[config.mk]
export PLATFORM = sky130hd
export DESIGN_NAME = uart_cmd_assembler
export DESIGN_NICKNAME = d
export VERILOG_FILES = /design/src/rtl/graphite_pkg.sv /design/src/rtl/uart_cmd_assembler_fifo.sv /design/src/rtl/uart_cmd_assembler.sv
export SDC_FILE = /design/constraint.sdc
export NUM_CORES = 1
export LEC_CHECK = 0
export BUFFER_PORTS_ARGS = -buffer_cell sky130_fd_sc_hd__buf_2
export CAP_MARGIN = 20
export CELL_PAD_IN_SITES_DETAIL_PLACEMENT = 2
export CELL_PAD_IN_SITES_GLOBAL_PLACEMENT = 2
export CORE_ASPECT_RATIO = 0.8
export CORE_MARGIN = 8
export CORE_UTILIZATION = 43
export DETAILED_ROUTE_END_ITERATION = 10
export PLACE_DENSITY_LB_ADDON = 0.1
export SYNTH_ARGS = -nofsm -noshare
export SYNTH_HDL_FRONTEND = slang
export SYNTH_SLANG_ARGS = --single-unit
[constraint.sdc]
create_clock -name clk -period 4.77 [get_ports clk]
set_clock_uncertainty 0.15 [all_clocks]
set_input_delay 0.2385 -clock clk [delete_from_list [all_inputs] [get_ports clk]]
set_output_delay 0.2385 -clock clk [all_outputs]
set_load 0.02 [all_outputs]
[src/rtl/graphite_pkg.sv]
// Shared types for the graphite command path.
// Command words are 32-bit, assembled big-endian from UART bytes.
package graphite_pkg;

    localparam int CMD_WIDTH = 32;
    localparam int CMD_BYTES = 4;

    typedef logic [CMD_WIDTH-1:0] cmd_word_t;
    typedef logic [7:0] rx_byte_t;
    typedef logic [CMD_WIDTH-9:0] cmd_head_t;
    typedef logic [$clog2(CMD_BYTES)-1:0] byte_idx_t;

    localparam byte_idx_t FIRST_IDX = '0;
    localparam byte_idx_t LAST_IDX = byte_idx_t'(CMD_BYTES - 1);
    localparam byte_idx_t IDX_STEP = byte_idx_t'(1);

    function automatic cmd_word_t pack_word(
        input cmd_head_t head,
        input rx_byte_t  tail
    );
        return {head, tail};
    endfunction

    function automatic cmd_head_t shift_head(
        input cmd_head_t head,
        input rx_byte_t  data
    );
        return {head[CMD_WIDTH-17:0], data};
    endfunction

endpackage

[src/rtl/uart_cmd_assembler_fifo.sv]
// Generic synchronous show-ahead FIFO with registered full/empty flags.
// Only pointers and flags are reset; storage contents are don't-care.
module cmd_fifo #(
    parameter int WIDTH = 32,
    parameter int DEPTH = 8
) (
    input  logic                   clk,
    input  logic                   rst_n,
    input  logic                   push,
    input  logic [WIDTH-1:0]       wdata,
    input  logic                   pop,
    output logic [WIDTH-1:0]       rdata,
    output logic                   full,
    output logic                   empty,
    output logic [$clog2(DEPTH):0] level
);

    localparam int AW = $clog2(DEPTH);
    localparam logic [AW-1:0] PTR_STEP = AW'(1);
    localparam logic [AW:0] LVL_STEP = (AW + 1)'(1);
    localparam logic [AW:0] LVL_FULL = (AW + 1)'(DEPTH);

    logic [WIDTH-1:0] mem [DEPTH];
    logic [AW-1:0]    wptr;
    logic [AW-1:0]    rptr;
    logic             do_push;
    logic             do_pop;
    logic [AW:0]      level_nxt;

    assign do_push = push && !full;
    assign do_pop  = pop && !empty;
    assign rdata   = mem[rptr];

    always_comb begin
        level_nxt = level;
        if (do_push && !do_pop) begin
            level_nxt = level + LVL_STEP;
        end else if (!do_push && do_pop) begin
            level_nxt = level - LVL_STEP;
        end
    end

    always_ff @(posedge clk or negedge rst_n) begin
        if (!rst_n) begin
            wptr  <= '0;
            rptr  <= '0;
            level <= '0;
            full  <= 1'b0;
            empty <= 1'b1;
        end else begin
            if (do_push) begin
                wptr <= wptr + PTR_STEP;
            end
            if (do_pop) begin
                rptr <= rptr + PTR_STEP;
            end
            level <= level_nxt;
            full  <= (level_nxt == LVL_FULL);
            empty <= (level_nxt == '0);
        end
    end

    always_ff @(posedge clk) begin
        if (do_push) begin
            mem[wptr] <= wdata;
        end
    end

endmodule

[src/rtl/uart_cmd_assembler.sv]
// Packs UART rx bytes into big-endian command words and queues them
// for graphite on an AXI-stream port; stalled partial words time out.
module uart_cmd_assembler
    import graphite_pkg::*;
#(
    parameter int FIFO_DEPTH     = 8,
    parameter int TIMEOUT_CYCLES = 250000
) (
    input  logic                        clk,
    input  logic                        reset_n_i,
    input  logic                        byte_valid_i,
    input  logic [7:0]                  byte_data_i,
    output logic                        byte_ready_o,
    output logic                        cmd_axis_tvalid_o,
    input  logic                        cmd_axis_tready_i,
    output logic [CMD_WIDTH-1:0]        cmd_axis_tdata_o,
    output logic [$clog2(FIFO_DEPTH):0] fifo_level_o,
    output logic                        frame_error_o,
    input  logic                        clear_error_i
);

    localparam int TW = $clog2(TIMEOUT_CYCLES);
    localparam logic [TW-1:0] T_LAST = TW'(TIMEOUT_CYCLES - 1);
    localparam logic [TW-1:0] T_STEP = TW'(1);

    byte_idx_t     idx;
    cmd_head_t     head;
    logic [TW-1:0] tcnt;

    logic          accept;
    logic          last_byte;
    logic          push;
    logic          pop;
    logic          expire;
    cmd_word_t     push_word;
    cmd_word_t     head_word;
    logic          fifo_full;
    logic          fifo_empty;

    assign last_byte    = (idx == LAST_IDX);
    assign byte_ready_o = !(last_byte && fifo_full);
    assign accept       = byte_valid_i && byte_ready_o;
    assign push         = accept && last_byte;
    assign push_word    = pack_word(head, byte_data_i);

    // An accepted byte on the expiry cycle keeps the partial word alive.
    assign expire = (idx != FIRST_IDX) && !accept && (tcnt == T_LAST);

    assign cmd_axis_tvalid_o = !fifo_empty;
    assign cmd_axis_tdata_o  = fifo_empty ? '0 : head_word;
    assign pop               = cmd_axis_tvalid_o && cmd_axis_tready_i;

    always_ff @(posedge clk or negedge reset_n_i) begin
        if (!reset_n_i) begin
            idx  <= FIRST_IDX;
            head <= '0;
            tcnt <= '0;
        end else if (accept) begin
            tcnt <= '0;
            if (last_byte) begin
                idx  <= FIRST_IDX;
                head <= '0;
            end else begin
                idx  <= idx + IDX_STEP;
                head <= shift_head(head, byte_data_i);
            end
        end else if (expire) begin
            idx  <= FIRST_IDX;
            head <= '0;
            tcnt <= '0;
        end else if (idx != FIRST_IDX) begin
            tcnt <= tcnt + T_STEP;
        end
    end

    always_ff @(posedge clk or negedge reset_n_i) begin
        if (!reset_n_i) begin
            frame_error_o <= 1'b0;
        end else if (expire) begin
            frame_error_o <= 1'b1;
        end else if (clear_error_i) begin
            frame_error_o <= 1'b0;
        end
    end

    cmd_fifo #(
        .WIDTH (CMD_WIDTH),
        .DEPTH (FIFO_DEPTH)
    ) u_fifo (
        .clk   (clk),
        .rst_n (reset_n_i),
        .push  (push),
        .wdata (push_word),
        .pop   (pop),
        .rdata (head_word),
        .full  (fifo_full),
        .empty (fifo_empty),
        .level (fifo_level_o)
    );

endmodule

==> metrics.yaml, run 1 <==
status: "complete, no violations"
synth-main-ff-cell: "edfxtp_1"
synthToLayoutAreaGrowth_pct: 15.8
drt_iter0_drc: 397
cellInternalPower_mw: 5.93
grt_use_total_pct: 18.5
whs_path_depth: 3
ant_nets: 0
nets: 760
clk_pin_slew_worst_paths_ps: 60
slowest_delay_ps: 940
dp_slack_ps: 1720
tritoncts: "built"
grt_pass1_vias: 7324
synth_nets: 677
die_w_um: 206
htreeDepth: 2
hold_viol: 0
antenna_cells: 0
async_flop_share_pct: 18.2
required_ps: 4380
max_slew_margin_pct: 29.7
grt_pass1_wl_um: 47900
coreArea_mm2: 0.0283
die_area_mm2: 0.0345
drive_above_1_share_pct: 26.7
synth_area_mm2: 0.0124
clk_latency_ps: 510
io_pins: 52
pwr-share-comb_pct: 26.8
clockBufferDepth: 3
switchingPower_mw: 2.84
fin_crit_sh_pct: 71.5
critical_path_class: "reg2out"
cts_hold_buf: 10
slowest_stage: "dfrtp_4"
post_cts_resized: 0
dpl.hpwl_um: 19100
final_util_pct: 50.7
clockPowerShare_pct: 30.0
place_inst: 1064
post_cts_buffers: 0
clock.fmax_ghz: 0.293
first_pass_iters: 7
stdcell_count: 1135
worst_hold_slack_ps: 45.0
min_to: "u_fifo.rptr[0]$_DFFE_PN0P_"
syn-instance-count: 657
cts_buffers: 34
ys_seq_area_share_pct: 73.6
synth_enable_flop_cells: 256
grt_max_degree: 58
end_kind: "output pin"
fillers: 2531
power.total_mw: 8.77
clock-sinks: 313
setup_viol: 0
routedWlPerCell_um: 27.6
placed_area_mm2: 0.0131
power.density_mw_per_mm2: 611
rsz0062_at_grt: "false"
antenna_found_initial: 0
drv_cap: 0
drc: 0
final_area_mm2: 0.0144
peakVddDrop_uv: 384
rrSetupSlack_ps: 1750
hp-class: "in2reg"
path_max_fanout: 38
r2r_cells: 4
finalMaxSlewViolations: 0
synth_cell_types: 48
timing.final.ws_setup_ps: 1360
routabilityCongestion: 0.741
portBuffers: 51
tightest_slew_ps: 1050
start_util_pct: 43.8
synth.ff_latch_count: 313
num_rows: 55
crit_arrival_ps: 3020
syn_area_per_cell_um2: 18.9
hold_start: "cmd_axis_tready_i"
r2r_end: "u_fifo.mem[1][8]$_DFFE_PP_"
cp-start-kind: "flip-flop"
via_per_inst: 5.73
cts_root_buffer: "clkbuf_16"
die_h_um: 168
yosysWarnings: 0
routed_wl_um: 31300
fin_setup_tns_ps: 0
p_leak_nw: 5.04
seq_power_share_pct: 43.2
route.vias.total: 6501
post-route-min-period_ps: 3410
crit_path_cell_trace: "buf_4 -> mux4_2 -> mux2i_1 -> nor2_1 -> buf_2"
r2r_start: "idx[0]$_DFFE_PN0P_"
critPathLaunch: "u_fifo.rptr[0]$_DFFE_PN0P_"
switching_share_pct: 32.4
grt-ovfl-total: 0
cell families after synthesis:
group | after synthesis | share of synthesized area (%)
flip-flops | 313 | 73.6
AO/OA/AOI/OAI | 45 | 2.88
AND/OR/NAND/NOR | 134 | 5.52
multiplexers | 97 | 14.3
adder cells (fa/ha/maj) | 7 | 0.707
buffers and inverters | 42 | 1.70
XOR/XNOR | 19 | 1.34
registers in the layout (all words and copies together), names as in the netlist:
| register | cells |
|---|---|
| u_fifo.full | 1 |
| tcnt | 18 |
| u_fifo.wptr | 3 |
| frame_error_o | 1 |
| u_fifo.rptr | 3 |
| idx | 2 |
| head | 24 |
| u_fifo.level | 4 |
| u_fifo.empty | 1 |
| u_fifo.mem | 256 |
cells in the mapped netlist (all sizes together) (4+ instances only):
library cell | count | area, µm²
nand4b | 4 | 35.0
nand4 | 4 | 40.0
a22o | 24 | 210
edfxtp | 256 | 7690
and2 | 4 | 25.0
buf | 24 | 143
nand3 | 7 | 35.0
nor2 | 57 | 214
nand2 | 21 | 78.8
clkbuf | 9 | 33.8
inv | 9 | 33.8
mux2i | 33 | 330
ha | 7 | 87.6
dfrtp | 56 | 1400
mux4 | 64 | 1440
a21oi | 5 | 25.0
nor4 | 7 | 43.8
xnor2 | 16 | 140
nor3 | 9 | 50.1
o21ai | 7 | 35.0
critical path: cells and delay by family (launching register included):
kind | cells | cell delay [ps]
and+or+nand+nor | 1 | 70
DFF | 1 | 940
muxes | 2 | 770
buffers and inverters | 2 | 700
power by group through the flow:
stage	combinational (mW)	sequential, mW	clock, mW
global placement	2.33	3.82	0
global route	2.53	3.85	2.79
CTS	2.41	3.81	2.70
finish	2.35	3.79	2.63
detailed placement	2.39	3.86	0
floorplan	1.79	3.54	0
how the worst max path moves through the flow:
stage	end	slack, ps
after floorplan	u_fifo.mem[0][0]$_DFFE_PP_	220
after global placement	cmd_axis_tdata_o[23]	1830
after detailed placement	u_fifo.mem[1][1]$_DFFE_PP_	1720
after CTS	cmd_axis_tdata_o[27]	1250
after global routing	cmd_axis_tdata_o[23]	1120
final	cmd_axis_tdata_o[23]	1360
metal layers:
layer	GRT usage [%]	vias to the layer above	share of wire, %
met5	0	-	0
met4	4.31	0	1.9
met3	2.67	46	4.2
met2	31.1	145	50
met1	25.4	3531	44
li1	-	2779	-
cell type report:
cell class / instances / area, µm² / area share [%]
sequential: 313 / 9120 / 63.6
multi-input combinational: 302 / 3120 / 21.7
clock buffer: 52 / 1020 / 7.12
timing repair buffer: 80 / 498 / 3.47
tap: 370 / 463 / 3.23
clock inverter: 9 / 96.3 / 0.671
inverter: 9 / 33.8 / 0.235
layout by cell type, fill, tap and decap left out, types with 3 or more instances in the layout:
| master | instances |
|---|---|
| inv_1 | 9 |
| dfrtp_1 | 53 |
| dlygate4sd3_1 | 10 |
| xnor2_1 | 16 |
| clkbuf_1 | 11 |
| mux4_2 | 64 |
| clkinv_2 | 4 |
| ha_1 | 7 |
| edfxtp_1 | 256 |
| clkbuf_16 | 37 |
| nor3_1 | 4 |
| nand3b_1 | 3 |
| a21oi_1 | 5 |
| nand4b_1 | 4 |
| nand2b_1 | 3 |
| buf_2 | 51 |
| buf_4 | 19 |
| and3_1 | 3 |
| nor2_4 | 3 |
| a22o_1 | 24 |
| nand4_1 | 3 |
| mux2i_1 | 33 |
| nor2_1 | 54 |
| and2_1 | 4 |
| nand2_1 | 21 |
| clkbuf_8 | 4 |
| xor2_1 | 3 |
| nor3_2 | 5 |
| nor4_1 | 6 |
| nand3_1 | 7 |
| o21ai_0 | 5 |
Note: power is estimated with default switching activity, not from simulation.
==> inputs of run 2 (changes only) <==
clock period = 3.04 ns   (was 4.77 ns; I/O delays follow)
==> run 2 against run 1 <==
Worst setup slack got worse by 1000 ps. Register-to-register slack got worse by 1100 ps. Utilization increased by 0.24 points. Combinational power increased by 70%. First-iteration DRC count decreased by 21%. Via count decreased by 0.89%. Final area increased by 0.48%. Total power increased by 55%. Hold slack improved by 52 ps.
==> metrics.yaml, run 2 (synthesized netlist as in run 1, its figures left out) <==
post_cts_buffers: 0  # unchanged
synthToLayoutAreaGrowth_pct: 16.4
drc: 0  # unchanged
die_area_mm2: 0.0345  # unchanged
fin_setup_tns_ps: 0  # unchanged
finalMaxSlewViolations: 0  # unchanged
grt_max_degree: 43  # -26%
io_pins: 52  # unchanged
die_w_um: 206  # unchanged
hold_viol: 0  # unchanged
worst_hold_slack_ps: 97.1  # +52.1 ps
htreeDepth: 2  # unchanged
routed_wl_um: 29900  # -4.6%
via_per_inst: 5.66  # -1.2%
r2r_end: "u_fifo.empty$_DFF_PN1_"
cts_root_buffer: "clkbuf_16"
routabilityCongestion: 0.757  # +2.3%
slowest_stage: "mux4_2"
hp-class: "in2async"
status: "complete, no violations"
slowest_delay_ps: 550  # -390 ps
drt_iter0_drc: 314  # -21%
antenna_found_initial: 0  # unchanged
routedWlPerCell_um: 26.2  # -5.0%
mostFrequentLayoutCells: "edfxtp_1 (256), mux4_2 (64), nor2_1 (54)"
antenna_cells: 0  # unchanged
fillers: 2483  # -1.9%
crit_arrival_ps: 2380  # -640 ps
final_common_cell: "edfxtp_1"
portBuffers: 51  # unchanged
cts_hold_buf: 13  # +3
crit_family: "multiplexers"
ant_nets: 0  # unchanged
place_inst: 1065  # +0.094%
clk_pin_slew_worst_paths_ps: 60  # about the same
rsz0062_at_grt: "false"
peakVddDrop_uv: 499  # +30%
cp-start-kind: "flip-flop"
stdcell_count: 1139  # +0.35%
r2r_cells: 5  # +1
die_h_um: 168  # unchanged
clk_latency_ps: 500  # about the same
route.vias.total: 6443  # -0.89%
crit_path_cell_trace: "buf_12 -> mux4_2 -> mux2i_1 -> nor2_1 -> buf_2"
end_kind: "output pin"
required_ps: 2740  # -1640 ps
clock.fmax_ghz: 0.373
multi_input_area_mm2: 0.00313  # +0.48%
r2r_start: "idx[0]$_DFFE_PN0P_"
critical_path_class: "reg2out"
num_rows: 55  # unchanged
path_max_fanout: 42  # +11%
coreArea_mm2: 0.0283  # unchanged
grt_pass1_vias: 7372  # +0.66%
top_regs: "u_fifo.mem (256), head (24), tcnt (18)"
post_cts_resized: 0  # unchanged
power.density_mw_per_mm2: 942  # +54%
cts_buffers: 34  # unchanged
post-route-min-period_ps: 2680
critPathLaunch: "u_fifo.rptr[0]$_DFFE_PN0P_"
clockBufferDepth: 3  # unchanged
drv_cap: 0  # unchanged
tritoncts: "built"
drive_above_1_share_pct: 26.7  # about the same
setup_viol: 0  # unchanged
rrSetupSlack_ps: 650  # -1100 ps
grt-ovfl-total: 0  # unchanged
grt_use_total_pct: 17.9  # -0.63 points
first_pass_iters: 4  # -3
tightest_slew_ps: 721  # -328 ps
largest_reg_flops: 256  # unchanged
p_leak_nw: 5.05  # about the same
dpl.hpwl_um: 17800  # -6.6%
fin_crit_sh_pct: 88.2
max_slew_margin_pct: 51.9  # +22 points
nets: 764  # +0.53%
seq_area_mm2: 0.00912  # unchanged
largest_register: "u_fifo.mem"
crit_buf_inv: 2  # unchanged
power.total_mw: 13.6  # +55%
clock-sinks: 313  # unchanged
start_util_pct: 43.8  # unchanged
grt_pass1_wl_um: 46900  # -2.1%
## run 2: worst max path at each step
| stage | to | cells after the start |
|---|---|---|
| after floorplan | u_fifo.mem[1][0]$_DFFE_PP_ | 4 |
| after global placement | u_fifo.mem[4][7]$_DFFE_PP_ | 5 |
| after detailed placement | u_fifo.mem[4][8]$_DFFE_PP_ | 5 |
| after CTS | cmd_axis_tdata_o[18] | 5 |
| after global routing | cmd_axis_tdata_o[18] | 5 |
| final | cmd_axis_tdata_o[18] | 5 |
## run 2: per-layer routing
layer	GRT usage (%)	part of all wire [%]	vias up
met5	0	0	-
met4	3.70	1.4	0
met3	2.65	4.6	41
met2	30.0	50	148
met1	24.7	44	3459
li1	-	-	2795
## run 2: cell type report
type                       instances  area share (%)
timing repair buffer              84            4.41
clock buffer                      43            6.35
multi-input combinational        302            21.7
tap                              370            3.21
inverter                           9           0.234
clock inverter                    18           0.824
sequential                       313            63.2
## run 2: through the flow
| stage | area, µm² | utilization [%] | worst slack [ps] |
|---|---|---|---|
| 2_1_floorplan | 12400 | - | -659 |
| 3_3_place_gp | 13300 | 46.9 | 727 |
| 3_5_place_dp | 13300 | 46.9 | 672 |
| 4_1_cts | 14400 | 51.0 | 300 |
| 5_1_grt | 14400 | 51.0 | 220 |
| 6_report | 14400 | 51.0 | 358 |
## run 2: power by group
part	total [mW]	internal [mW]	switching, mW
combinational	3.99	1.69	2.29
clock	3.87	2.22	1.65
sequential	5.73	5.19	0.535
total	13.6	9.11	4.48
==> inputs of run 3 (changes only) <==
REMOVE_ABC_BUFFERS = 1   (was not set)
==> run 3 against run 2 <==
Maximum frequency is 2.9% lower. Total power is 0.12% higher. Non-clock buffer count grew 2. Sequential power barely moved. Critical path depth stayed put. Via count is 0.76% lower. Count of clock-buffer cells in the layout rose by 11. Worst setup slack lost 81 ps. Sequential share of layout area fell by 0.077 points. Global-route usage rose by 0.058 points. Cell count rose by 0.18%. Final area rose by 0.12%. Critical path type unchanged. Largest power group unchanged.
==> metrics.yaml, run 3 (synthesized netlist as in run 1, its figures left out) <==
drv_cap: 0  # unchanged
crit_arrival_ps: 2460  # +80 ps
power.total_mw: 13.6  # +0.12%
start_util_pct: 43.8  # unchanged
r2r_start: "idx[1]$_DFFE_PN0P_"
tightest_slew_ps: 777  # +56.0 ps
dp_slack_ps: 608  # -63.8 ps
antenna_found_initial: 0  # unchanged
io_pins: 52  # unchanged
cp-start-kind: "flip-flop"
r2r_cells: 5  # unchanged
top_regs: "u_fifo.mem (256), head (24), tcnt (18)"
rsz0062_at_grt: "false"
critPathLaunch: "u_fifo.rptr[0]$_DFFE_PN0P_"
clk_pin_slew_worst_paths_ps: 60  # about the same
drc: 0  # unchanged
routabilityCongestion: 0.708  # -6.5%
cts_buffers: 34  # unchanged
critical_path_class: "reg2out"
routedWlPerCell_um: 26.5  # +1.1%
drive_above_1_share_pct: 26.2  # -0.46 points
end_kind: "output pin"
coreArea_mm2: 0.0283  # unchanged
clk_latency_ps: 510  # about the same
first_pass_iters: 4  # unchanged
worst_hold_slack_ps: 106  # +8.96 ps
max_slew_margin_pct: 48.2  # -3.7 points
peakVddDrop_uv: 602  # +21%
fin_crit_sh_pct: 90.9  # +2.7 points
grt_pass1_wl_um: 46800  # -0.37%
hp-class: "in2async"
final_common_cell: "edfxtp_1"
clock.fmax_ghz: 0.362  # -2.9%
die_area_mm2: 0.0345  # unchanged
routed_wl_um: 30300  # +1.3%
p_leak_nw: 5.06  # +0.21%
ant_nets: 0  # unchanged
die_h_um: 168  # unchanged
synthToLayoutAreaGrowth_pct: 16.5
portBuffers: 51  # unchanged
power.density_mw_per_mm2: 942  # about the same
grt_pass1_vias: 7321  # -0.69%
tritoncts: "built"
antenna_cells: 0  # unchanged
post-route-min-period_ps: 2760  # +81.1 ps
num_rows: 55  # unchanged
crit_path_cell_trace: "buf_4 -> mux4_2 -> mux2i_1 -> nor2_1 -> buf_2"
finalMaxSlewViolations: 0  # unchanged
cts_root_buffer: "clkbuf_16"
via_per_inst: 5.60  # -0.93%
hold_viol: 0  # unchanged
clockBufferDepth: 3  # unchanged
die_w_um: 206  # unchanged
place_inst: 1066  # +0.094%
grt_use_total_pct: 18.0  # +0.058 points
status: "complete, no violations"
fillers: 2487  # +0.16%
htreeDepth: 2  # unchanged
route.vias.total: 6394  # -0.76%
mostFrequentLayoutCells: "edfxtp_1 (256), mux4_2 (64), nor2_1 (54)"
grt-ovfl-total: 0  # unchanged
required_ps: 2740  # about the same
grt_max_degree: 67  # +56%
nets: 766  # +0.26%
setup_viol: 0  # unchanged
dpl.hpwl_um: 18300  # +2.6%
path_max_fanout: 12  # -71%
timing.final.ws_setup_ps: 277  # -81.1 ps
stdcell_count: 1141  # +0.18%
largest_register: "u_fifo.mem"
slowest_stage: "dfrtp_4"
drt_iter0_drc: 306  # -2.5%
largest_reg_flops: 256  # unchanged
clock-sinks: 313  # unchanged
slowest_delay_ps: 560  # about the same
==> run 3: through the flow <==
step                utilization, %  TNS (ps)  instance area (µm²)
floorplan                        -   -165960                12200
global placement              46.8         0                13200
detailed placement            46.8         0                13200
CTS                           51.0         0                14400
global route                  51.1         0                14400
finish                        51.1         0                14400
==> run 3: final cells by class <==
| cell class | count | area [µm²] | area share (%) |
|---|---|---|---|
| Sequential cell | 313 | 9120 | 63.2 |
| Clock inverter | 7 | 67.6 | 0.468 |
| Inverter | 9 | 33.8 | 0.234 |
| Timing Repair Buffer | 86 | 658 | 4.56 |
| Tap cell | 370 | 463 | 3.21 |
| Multi-Input combinational cell | 302 | 3120 | 21.6 |
| Clock buffer | 54 | 977 | 6.77 |
==> run 3: routing by layer <==
metal  global-route usage (%)  wire length [µm]  up-vias
met5                        0                 0        -
met4                     3.88               368        0
met3                     2.55              1400       28
met2                     30.0             15300      127
met1                     24.9             13200     3449
li1                         -                 -     2790
==> run 3: report_power, final <==
part	switching (mW)	internal (mW)
clock network	1.59	2.30
logic	2.25	1.72
registers	0.553	5.19
==> run 3: final timing paths <==
check,endpoint,slack [ps]
hold / removal,head[21]$_DFFE_PN0P_,110
hold reg to reg,idx[0]$_DFFE_PN0P_,420
min in group clk,u_fifo.mem[5][4]$_DFFE_PP_,330
max in group asynchronous,head[15]$_DFFE_PN0P_,1830
setup reg to reg,u_fifo.mem[6][10]$_DFFE_PP_,640
setup / recovery,cmd_axis_tdata_o[19],280
==> run 3: worst max-delay path: cells and delay by family, from the launching register on <==
kind | cells | cell delay (ps)
muxes | 2 | 830
and+or+nand+nor | 1 | 70
buffers and inverters | 2 | 490
DFF | 1 | 560
==> run 3: timing repair <==
action	CTS	global route
hold buffers	13	0
setup endpoints to repair	0	2
buffers inserted	0	1
resized for setup	0	0
hold endpoints to repair	101	0
